[config.mk]
export PLATFORM = sky130hd
export DESIGN_NAME = mult_div_unit
export DESIGN_NICKNAME = d
export VERILOG_FILES = /design/src/rtl/mult_div_unit.sv
export SDC_FILE = /design/constraint.sdc
export NUM_CORES = 1
export LEC_CHECK = 0
export ABC_AREA = 0
export ABC_CLOCK_PERIOD_IN_PS = 3880
export BUFFER_PORTS_ARGS = -buffer_cell sky130_fd_sc_hd__buf_2
export CORE_ASPECT_RATIO = 0.6
export CORE_UTILIZATION = 55
export DETAILED_ROUTE_END_ITERATION = 16
export GPL_TIMING_DRIVEN = 0
export HOLD_SLACK_MARGIN = 0.05
export PLACE_DENSITY = 0.86
export SYNTH_ARGS = -nofsm -noshare
export SYNTH_HDL_FRONTEND = slang
export SYNTH_SLANG_ARGS = --single-unit
[constraint.sdc]
create_clock -name clk -period 3.88 [get_ports clk]
set_clock_uncertainty 0.2 [all_clocks]
set_input_delay 0.194 -clock clk [delete_from_list [all_inputs] [get_ports clk]]
set_output_delay 0.194 -clock clk [all_outputs]
set_load 0.02 [all_outputs]
[src/rtl/mult_div_unit.sv]
// Iterative MIPS-style multiply/divide unit. It takes one shift-add (multiply) or one
// restoring-subtract (divide) step per clock and leaves the 2*WIDTH-bit result in HI/LO.
module mult_div_unit #(
  parameter int unsigned WIDTH = 32
) (
  input  logic             clk,
  input  logic             rst_n,
  input  logic             start,
  input  logic [1:0]       op,
  input  logic [WIDTH-1:0] Da,
  input  logic [WIDTH-1:0] Db,
  output logic             busy,
  output logic             done,
  output logic [WIDTH-1:0] hi,
  output logic [WIDTH-1:0] lo,
  output logic             div_zero
);

  localparam int unsigned CntW = $clog2(WIDTH);

  typedef enum logic [1:0] {StIdle, StRun, StFix} state_e;

  state_e               state_q, state_d;
  logic [CntW-1:0]      count_q, count_d;
  logic                 is_div_q, is_div_d;
  logic                 quo_neg_q, quo_neg_d;  // negate product / quotient at fix-up
  logic                 rem_neg_q, rem_neg_d;  // negate remainder at fix-up
  logic                 dz_q, dz_d;            // divisor was zero
  logic [WIDTH-1:0]     opnd_q, opnd_d;        // |A| for multiply, |B| for divide
  logic [2*WIDTH-1:0]   acc_q, acc_d;          // mul: {partial, multiplier}; div: {rem, quo}
  logic [WIDTH-1:0]     hi_q, hi_d;
  logic [WIDTH-1:0]     lo_q, lo_d;
  logic                 done_q, done_d;
  logic                 div_zero_q, div_zero_d;

  logic [WIDTH-1:0]     a_mag, b_mag;
  logic [WIDTH:0]       mul_sum, mul_hi;
  logic [WIDTH:0]       rem_sh, trial;
  logic [2*WIDTH-1:0]   mul_next, div_next, prod;
  logic [WIDTH-1:0]     rem, quo;

  // Operand magnitudes, single step datapaths and result sign fix-up.
  always_comb begin
    a_mag = (op[0] && Da[WIDTH-1]) ? -Da : Da;
    b_mag = (op[0] && Db[WIDTH-1]) ? -Db : Db;

    mul_sum  = {1'b0, acc_q[2*WIDTH-1:WIDTH]} + {1'b0, opnd_q};
    mul_hi   = acc_q[0] ? mul_sum : {1'b0, acc_q[2*WIDTH-1:WIDTH]};
    mul_next = {mul_hi, acc_q[WIDTH-1:1]};

    // Bit WIDTH of rem_sh can only be set when the trial subtract succeeds, so dropping it
    // on the restore path loses nothing.
    rem_sh   = {acc_q[2*WIDTH-1:WIDTH], acc_q[WIDTH-1]};
    trial    = rem_sh - {1'b0, opnd_q};
    div_next = trial[WIDTH] ? {rem_sh[WIDTH-1:0], acc_q[WIDTH-2:0], 1'b0}
                            : {trial[WIDTH-1:0], acc_q[WIDTH-2:0], 1'b1};

    prod = quo_neg_q ? -acc_q : acc_q;
    rem  = rem_neg_q ? -acc_q[2*WIDTH-1:WIDTH] : acc_q[2*WIDTH-1:WIDTH];
    quo  = quo_neg_q ? -acc_q[WIDTH-1:0] : acc_q[WIDTH-1:0];
  end

  // Next-state logic: IDLE accepts, RUN iterates WIDTH times, FIX publishes the result.
  always_comb begin
    state_d    = state_q;
    count_d    = count_q;
    is_div_d   = is_div_q;
    quo_neg_d  = quo_neg_q;
    rem_neg_d  = rem_neg_q;
    dz_d       = dz_q;
    opnd_d     = opnd_q;
    acc_d      = acc_q;
    hi_d       = hi_q;
    lo_d       = lo_q;
    done_d     = 1'b0;
    div_zero_d = div_zero_q;

    unique case (state_q)
      StIdle: begin
        if (start) begin
          state_d    = StRun;
          count_d    = '0;
          is_div_d   = op[1];
          opnd_d     = op[1] ? b_mag : a_mag;
          acc_d      = {{WIDTH{1'b0}}, (op[1] ? a_mag : b_mag)};
          quo_neg_d  = op[0] & (Da[WIDTH-1] ^ Db[WIDTH-1]);
          rem_neg_d  = op[0] & Da[WIDTH-1];
          dz_d       = op[1] & (Db == '0);
          div_zero_d = 1'b0;
        end
      end
      StRun: begin
        acc_d   = is_div_q ? div_next : mul_next;
        count_d = count_q + 1'b1;
        if (count_q == CntW'(WIDTH - 1)) begin
          state_d = StFix;
        end
      end
      StFix: begin
        state_d    = StIdle;
        done_d     = 1'b1;
        div_zero_d = dz_q;
        if (!is_div_q) begin
          hi_d = prod[2*WIDTH-1:WIDTH];
          lo_d = prod[WIDTH-1:0];
        end else begin
          // With a zero divisor the remainder equals |Da|; undoing the dividend sign
          // restores the original Da bits.
          hi_d = rem;
          lo_d = dz_q ? {WIDTH{1'b1}} : quo;
        end
      end
      default: state_d = StIdle;
    endcase
  end

  // State registers; reset aborts any operation in flight.
  always_ff @(posedge clk or negedge rst_n) begin
    if (!rst_n) begin
      state_q    <= StIdle;
      count_q    <= '0;
      is_div_q   <= 1'b0;
      quo_neg_q  <= 1'b0;
      rem_neg_q  <= 1'b0;
      dz_q       <= 1'b0;
      opnd_q     <= '0;
      acc_q      <= '0;
      hi_q       <= '0;
      lo_q       <= '0;
      done_q     <= 1'b0;
      div_zero_q <= 1'b0;
    end else begin
      state_q    <= state_d;
      count_q    <= count_d;
      is_div_q   <= is_div_d;
      quo_neg_q  <= quo_neg_d;
      rem_neg_q  <= rem_neg_d;
      dz_q       <= dz_d;
      opnd_q     <= opnd_d;
      acc_q      <= acc_d;
      hi_q       <= hi_d;
      lo_q       <= lo_d;
      done_q     <= done_d;
      div_zero_q <= div_zero_d;
    end
  end

  assign busy     = (state_q != StIdle);
  assign done     = done_q;
  assign hi       = hi_q;
  assign lo       = lo_q;
  assign div_zero = div_zero_q;

endmodule

Yosys cells after proc, flatten, opt, wreduce, memory -nomap -nowiden
Cells that the tools add are included.
- bits in registers: 173
- input bits: 69
- word-level logic and storage cells: 63
- output and inout port bits: 67
- bitwise operators: 4
- mux-type cells: 23
- equal/unequal tests: 5
- reductions and logical operators: 11
- add/subtract/negate cells: 8
- operators with widths (kind ; number):
    two-way mux 32 bit ; 9
    two-way mux 64 bit ; 4
    negation 32 bit ; 4
    one-hot mux 64 bit (2 select lines) ; 1
    negation 64 bit ; 1
    adder 32 x 32 -> 33 bit ; 1
    two-way mux 33 bit ; 1
    subtractor 33 x 32 -> 33 bit ; 1
    zero test 32 bit ; 1
    one-hot mux 5 bit (2 select lines) ; 1
    AND reduction 2 bit ; 4
    nonzero test 2 bit ; 3
    adder 5 x 1 -> 5 bit, second input constant ; 1
    equality test 5 bit, second input constant ; 1
    two-way mux 5 bit ; 1
    two-way mux 2 bit ; 2
    != test 2 bit, second input constant ; 2
    one-hot mux 2 bit (2 select lines) ; 1
    bitwise AND 1 bit ; 3
    equality test 2 x 1 -> 1 bit, second input constant ; 1
    equality test 2 bit, second input constant ; 1
    logical AND 1 bit ; 2
    zero test 2 bit ; 1
    two-way mux 1 bit ; 2
    2 further kinds ; 2

Depth between registers and ports, before layout
Gate-level depths: netlist of run 1.
- word-level depth: 5
- mapped depth: 14
- depth with buffers taken out: 12

Worst setup path before layout of run 1
Ideal clock, no wire load.
- path kind: flip-flop to flip-flop
- start point: register acc_q[31]
- end point: register acc_q[50]
- data required time: 3.546 ns
- library setup time: 0.134 ns
- clock period less this slack: 3.589 ns
- arrival: 3.255 ns
- path slack: 0.291 ns
- cell stages (with the launch flop): 15
- buffers on the path: 2
- cells stage by stage: dfrtp_1 -> inv_1 -> ha_1 -> fa_1 -> nor2b_1 -> o31a_1 -> a2111oi_2 -> or4b_4 -> a2111oi_4 -> nor3_2 -> or2_1 -> buf_6 -> buf_6 -> a211oi_1 -> o31ai_1
- longest elaborated chain between the ends: 4
- ends and longest elaborated chain (item ; line ; source):
    start, declared ; 30 ; logic [2*WIDTH-1:0] acc_q, acc_d;
    start signal, assigned ; 127 ; acc_q <= '0;
    start signal, assigned ; 140 ; acc_q <= acc_d;
    subtractor 33 x 32 -> 33 bit ; 54 ; trial = rem_sh - {1'b0, opnd_q};
    two-way mux 64 bit ; 55 ; div_next = trial[WIDTH] ? {rem_sh[WIDTH-1:0], acc_q[WIDTH-2:0], 1'b0}
    two-way mux 64 bit ; 93 ; acc_d = is_div_q ? div_next : mul_next;
    one-hot mux 64 bit (2 select lines) ; 78 ; unique case (state_q)
No other way between the ends.
A chain may end at the register's enable or synchronous reset.

Final worst setup path of run 1
- start point: register opnd_q[0]
- end point: register acc_q[50]
- longest elaborated chain between the ends: 4
- elaborated cells on any way between the ends: 6
- classes of those cells: add/sub (2); mux (4)
- ends and longest elaborated chain (item ; line ; source):
    start, declared ; 29 ; logic [WIDTH-1:0] opnd_q, opnd_d;
    start signal, assigned ; 139 ; opnd_q <= opnd_d;
    subtractor 33 x 32 -> 33 bit or adder 32 x 32 -> 33 bit (tied branches) ; 54, 47 ;
    two-way mux 64 bit or two-way mux 33 bit (tied branches) ; 55, 48 ;
    two-way mux 64 bit * ; 93 ;
    one-hot mux 64 bit (2 select lines) * ; 78 ;
Mark *: on every way between the ends. The rest lies on a longest branch, timed or not.

==> out/results.ini, run 1 <==
[setup_path]
worstSetupPathType = register to register
path_common_cell = a2111oi_4
start_kind = register
cp_max_fo = 6
cp.required_ns = 4.01
crit_arrival_ns = 4.13
endpoint_kind = register
cp_slowest_cell = or4b_4
crit_chain = ha_4 -> fa_2 -> nor2b_2 -> o31a_1 -> a2111oi_4 -> or4b_4 -> a2111oi_4 -> nor3_4 -> or2_1 -> buf_6 -> buf_12 -> a211oi_4 -> o31ai_1
cpPeakStageDelay_ns = 0.62

[layout]
nets = 2229
fin_util_pct = 67.4
layout_common_cells = 207 x a21oi_1, 196 x nor2_1, 190 x nand2_1
final_layout_size_suffix_gt1_share_pct = 12.8
fin_cells = 2456
area_growth_pct = 18.2
final_common_cell = a21oi_1

[run]
max-cap-violations = 0

[grt]
grtUsageMet3_pct = 19.6
grt_max_degree = 95
track_usage_pct = 43.6
top_usage_layer = met1
grt_pass1_vias = 14800
antenna_found_initial = 2
grt_pass1_wl_um = 88800
met1_usage_pct = 63.8
gr-total-overflow = 0
use_met2_pct = 56.6

[clock_network]
cts_tree = yes
root_buffer = clkbuf_16
clk_pin_slew_worst_paths_ns = 0.07
clkSinkCount = 173
cts_made_buffers = 17
ctsHtreeMaxLevel = 4
clock_latency_ns = 0.47
clock_path_buffers = 2

[die]
die_w_um = 213
initial_utilization_pct = 57.0
ios = 136
core-area_um2 = 25800
fp.dieArea_um2 = 27400
die_y_um = 129
rows = 45

[timing]
drv_slew = 0
slew_headroom_pct = 20.9
tightestPinTransition_ns = 1.18
fmax_ghz = 0.250
final_hold_viol_count = 0
setup_viol = 13
fin_ws_ns = -0.115
rsz0062_at_grt = true
fin_crit_sh_pct = 103
fin_crit_ns = 4.00

[yosys]
synth_top_area_share_pct = 29.4
synth-main-ff-cell = dfrtp_1
async_reset_ff_share_pct = 100
yosys_warnings = 0
synth_area_um2 = 14700
synth_top_cells_by_area = dfrtp_1 29%, a21oi_1 7.1%, ha_1 6.0%
avgSynthCellArea_um2 = 7.80
syn-num-nets = 2026
yosysSeqAreaShare_pct = 29.4
synth_top_area_cell = dfrtp_1
yosys_register_bits = 173
synthCells = 1885
synth_edf_count = 0
synth.distinct_cells = 78

[status]
violations = negative setup slack
status = finished, violations left

[drt]
finalWirelength_um = 60100
firstDrtPassIters = 8
avgViaCountPerCell = 6.82
antenna_left = 0
wl_per_cell_um = 24.5
drtIter0Drc = 3094
drc_errors = 0
num_vias = 16700

[placement]
place_hpwl_um = 45600
gp_congestion = 1.03
dp_cells = 2372
port_buffers = 134

[power]
cellPowerDensity_nw_per_um2 = 1060
ir_worst_vdd_v = 0.000677
p_leak_uw = 0.00744

[hold_path]
min-delay-path-class = primary input to register

-- cells in the mapped netlist, drive strengths merged, types with 53 or more instances --
| master | n |
|---|---|
| a21oi | 210 |
| nor2 | 198 |
| xor2 | 84 |
| ha | 70 |
| o21ai | 172 |
| mux2i | 67 |
| a211oi | 53 |
| inv | 63 |
| clkbuf | 94 |
| dfrtp | 173 |
| nand2 | 192 |
| xnor2 | 79 |
-- power breakdown --
| group | switching [µW] | internal (µW) | leakage, µW |
|---|---|---|---|
| clock | 909 | 1000 | 0.000313 |
| combinational | 7930 | 5040 | 0.00502 |
| sequential | 1090 | 2450 | 0.00210 |
-- cells by family after synthesis --
kind of cell	after synthesis	share of synthesized area [%]
muxes	72	4.94
AOI/OAI and AO/OA	634	26.6
buffers and inverters	180	4.76
and+or+nand+nor	591	18.4
adders and majority gates	72	6.23
xor gates and xnor gates	163	9.71
DFF	173	29.4
-- registers in the layout, summed over array words and instances (netlist names) --
signal and flops:
hi 32, is_div_q 1, acc_q 64, state_q 2, count_q 5, lo 32
quo_neg_q 1, done 1, opnd_q 32, div_zero 1, dz_q 1, rem_neg_q 1
-- layer usage --
metal	routed length (µm)	part of all wire [%]
met3	10800	18
met1	25000	42
met2	22600	38
met5	13	0.022
met4	1620	2.7
-- per-stage QoR --
step | setup WS (ns) | total power (µW) | hold WS [ns] | cell area [µm²] | setup TNS (ns)
6_report | -0.115 | 18400 | 0.0680 | 17400 | -0.734
5_1_grt | -0.178 | 19300 | 0.0886 | 17400 | -1.94
4_1_cts | -0.0149 | 16900 | 0.0567 | 17000 | -0.0149
3_5_place_dp | -0.625 | 14500 | 0.00921 | 15900 | -18.16
3_3_place_gp | -0.622 | 14200 | 0.248 | 15800 | -56.07
2_1_floorplan | 0.291 | 11200 | -0.302 | 14700 | 0
-- path summary, 6_finish.rpt --
path | start | endpoint | slack, ns | cells after the start
max reg2reg | opnd_q[0] | acc_q[50] | -0.12 | 13
min | Da[14] | opnd_q[14] | 0.07 | 5
max in group asynchronous | rst_n | acc_q[51] | 2.45 | 3
min in group asynchronous | rst_n | lo[10] | 0.08 | 2
max | opnd_q[0] | acc_q[50] | -0.12 | 13
min reg2reg | hi[14] | hi[14] | 0.28 | 2
-- worst max-delay path: cells and delay by family, from the launching register on --
kind	cells	cell delay, ns
AND/OR/NAND/NOR	4	1.17
AO/OA/AOI/OAI	5	1.12
adder cells (fa/ha/maj)	2	0.57
flip-flops	1	0.48
buffers and inverters	2	0.31
-- area by class of cell --
type	count	area (µm²)
fillers	2214	8400
well taps	352	440
flip-flops and latches	173	4340
clock buffers	17	425
clock inverters	15	225
diodes	3	7.51
repair buffers	186	1200
multi-input cells	1532	10000
plain buffers	114	484
inverters	64	244
-- repair_timing --
item                                    in CTS  in global routing
endpoints found under the setup margin      49                 46
setup buffers                               11                  7
hold endpoints to repair                    96                  0
cloned                                       0                  2
resized for setup                           33                 65
pin swaps                                    7                 31
hold buffers                                31                  0
Power figures use the tool's default switching activity.
==> run 2: changes to the inputs <==
--- a/config.mk
+++ b/config.mk
@@ -14,6 +14,7 @@
 export GPL_TIMING_DRIVEN = 0
 export HOLD_SLACK_MARGIN = 0.05
 export PLACE_DENSITY = 0.86
+export SETUP_SLACK_MARGIN = 0.4
 export SYNTH_ARGS = -nofsm -noshare
 export SYNTH_HDL_FRONTEND = slang
 export SYNTH_SLANG_ARGS = --single-unit
==> run 2 against run 1 <==
Effect of this change:
- the flow still finishes with violations (negative setup slack)
- power increased by 3.5%
- core utilization decreased by 0.14 points
- wire length decreased by 3.0%
- setup slack improved by 0.048 ns
- sequential share of layout area increased by 0.11 points
- clock power decreased by 4%
- critical path depth unchanged
- largest cell class unchanged
==> out/results.ini, run 2 (synthesis gave the netlist of run 1 again) <==
[grt]
grt_pass1_vias = 14500  ; -2.0%
antenna_found_initial = 1  ; -1
gr-total-overflow = 0  ; unchanged
grt_max_degree = 98  ; +3.2%
grt_pass1_wl_um = 86300  ; -2.9%
track_usage_pct = 41.9  ; -1.8 points

[drt]
drc_errors = 0  ; unchanged
drtIter0Drc = 2375  ; -23%
antenna_left = 0  ; unchanged
avgViaCountPerCell = 6.72  ; -1.5%
finalWirelength_um = 58300  ; -3.0%
wl_per_cell_um = 23.9  ; -2.5%
firstDrtPassIters = 7  ; -1
num_vias = 16400  ; -2.0%

[hold_path]
min-delay-path-class = primary input to register

[clock_network]
clock_path_buffers = 2  ; unchanged
ctsHtreeMaxLevel = 4  ; unchanged
clkSinkCount = 173  ; unchanged
cts_made_buffers = 17  ; unchanged
root_buffer = clkbuf_16
clock_latency_ns = 0.46  ; about the same
clk_pin_slew_worst_paths_ns = 0.07  ; about the same
cts_tree = yes

[timing]
fin_crit_ns = 3.95  ; -0.0479 ns
drv_slew = 0  ; unchanged
final_hold_viol_count = 0  ; unchanged
slew_headroom_pct = 38.0  ; +17 points
tightestPinTransition_ns = 0.926  ; -0.249 ns
fin_crit_sh_pct = 102  ; -1.2 points
setup_viol = 6  ; -7
rsz0062_at_grt = true
whs_ns = 0.0560  ; -0.0120 ns
fmax_ghz = 0.253  ; +1.2%
fin_ws_ns = -0.0672  ; +0.0479 ns

[die]
die_w_um = 213  ; unchanged
ios = 136  ; unchanged
initial_utilization_pct = 57.0  ; unchanged
rows = 45  ; unchanged
fp.dieArea_um2 = 27400  ; unchanged
core-area_um2 = 25800  ; unchanged
die_y_um = 129  ; unchanged

[power]
ir_worst_vdd_v = 0.000773  ; +14%
cellPowerDensity_nw_per_um2 = 1100  ; +3.7%
p_leak_uw = 0.00743  ; about the same
finalPower_uw = 19100  ; +3.5%

[status]
status = finished, violations left
violations = negative setup slack

[setup_path]
crit_chain = ha_4 -> nand3_1 -> a211oi_4 -> a2111oi_4 -> or4b_4 -> a2111oi_4 -> buf_4 -> nor3_4 -> or2_1 -> buf_6 -> buf_12 -> a211oi_1 -> o21ai_1
worstSetupPathType = register to register
cp_max_fo = 9  ; +3
start_kind = register
path_common_cell = a2111oi_4
cpPeakStageDelay_ns = 0.55  ; -0.07 ns
cp_slowest_cell = dfrtp_1
endpoint_kind = register
crit_arrival_ns = 4.08  ; -0.05 ns
cp.required_ns = 4.02  ; about the same

[layout]
final_common_cell = a21oi_1
largest_register = acc_q
antenna_cells = 0  ; -3
area_growth_pct = 18.0
nets = 2220  ; -0.40%
largest_register_ffs = 64  ; unchanged
layout_common_cells = 208 x a21oi_1, 195 x nor2_1, 190 x nand2_1
final_layout_size_suffix_gt1_share_pct = 14.3  ; +1.6 points

[placement]
port_buffers = 134  ; unchanged
place_hpwl_um = 44700  ; -2.0%
gp_congestion = 1.03  ; +0.36%

[run]
max-cap-violations = 0  ; unchanged

run 2: cell types whose count changed in the layout (fill, tap and decap cells not counted), sizes merged:
| cell | previous run | this run |
|---|---|---|
| dlygate4sd3 | 31 | 10 |
| clkinvlp | 2 | 1 |
| bufinv | 2 | 1 |
| clkbuf | 110 | 112 |
| buf | 176 | 188 |
| diode | 3 | 0 |
run 2: per-layer routing:
layer  vias up  GRT usage [%]  share of wire, %
met1      7793           62.3                43
met4         2           11.5               2.6
met2      1261           53.9                37
li1       7210              -                 -
met5         -              0             0.022
met3       150           17.6                17
run 2: repair_timing:
| action | CTS | global route |
|---|---|---|
| pin swaps | 17 | 5 |
| gates resized for setup | 69 | 53 |
| cloned | 1 | 1 |
| hold buffers | 10 | 0 |
| setup endpoints to repair | 55 | 51 |
| endpoints found under the hold margin | 82 | 0 |
| setup buffers | 22 | 6 |
run 2: final cells by class:
cell class	instances	area, µm²
buffer	116	522
clock buffer	19	453
clock inverter	13	153
fill	2142	8430
inverter	64	243
multi-input combinational	1532	10100
sequential	173	4350
tap	352	440
timing repair buffer	175	1120
run 2: path summary, 6_finish.rpt:
path / from / end / slack, ns / cells after the start
hold reg to reg: hi[30] / hi[30] / 0.28 / 2
max in group asynchronous: rst_n / acc_q[43] / 2.42 / 3
setup reg to reg: acc_q[36] / acc_q[48] / -0.07 / 13
setup / recovery: acc_q[36] / acc_q[48] / -0.07 / 13
hold / removal: Db[30] / opnd_q[30] / 0.06 / 4
min in group asynchronous: rst_n / lo[4] / 0.09 / 2
run 2: through the flow:
step | std cells | TNS (ns) | setup slack [ns] | util [%] | area (µm²)
after detailed placement | 2372 | -15.07 | -0.682 | 61.6 | 15900
after global routing | 2444 | -0.525 | -0.129 | 67.3 | 17400
final | 2444 | -0.244 | -0.0672 | 67.3 | 17400
after global placement | 2371 | -49.36 | -0.629 | 61.5 | 15900
after CTS | 2437 | 0 | 0.0318 | 66.2 | 17100
after floorplan | 1885 | 0 | 0.324 | - | 14700
run 2: critical path, delay by kind of cell (launching register included):
family / cells / cell delay (ns)
flops: 1 / 0.55
fa+ha+maj: 1 / 0.39
compound gates: 5 / 1.17
buf+inv: 3 / 0.49
simple gates: 4 / 1.02
run 2: power by group:
group          switching [µW]  leakage [µW]  internal (µW)
clock                     879      0.000295            949
combinational            8280       0.00505           5310
sequential               1190       0.00209           2460
total                   10300       0.00743           8720
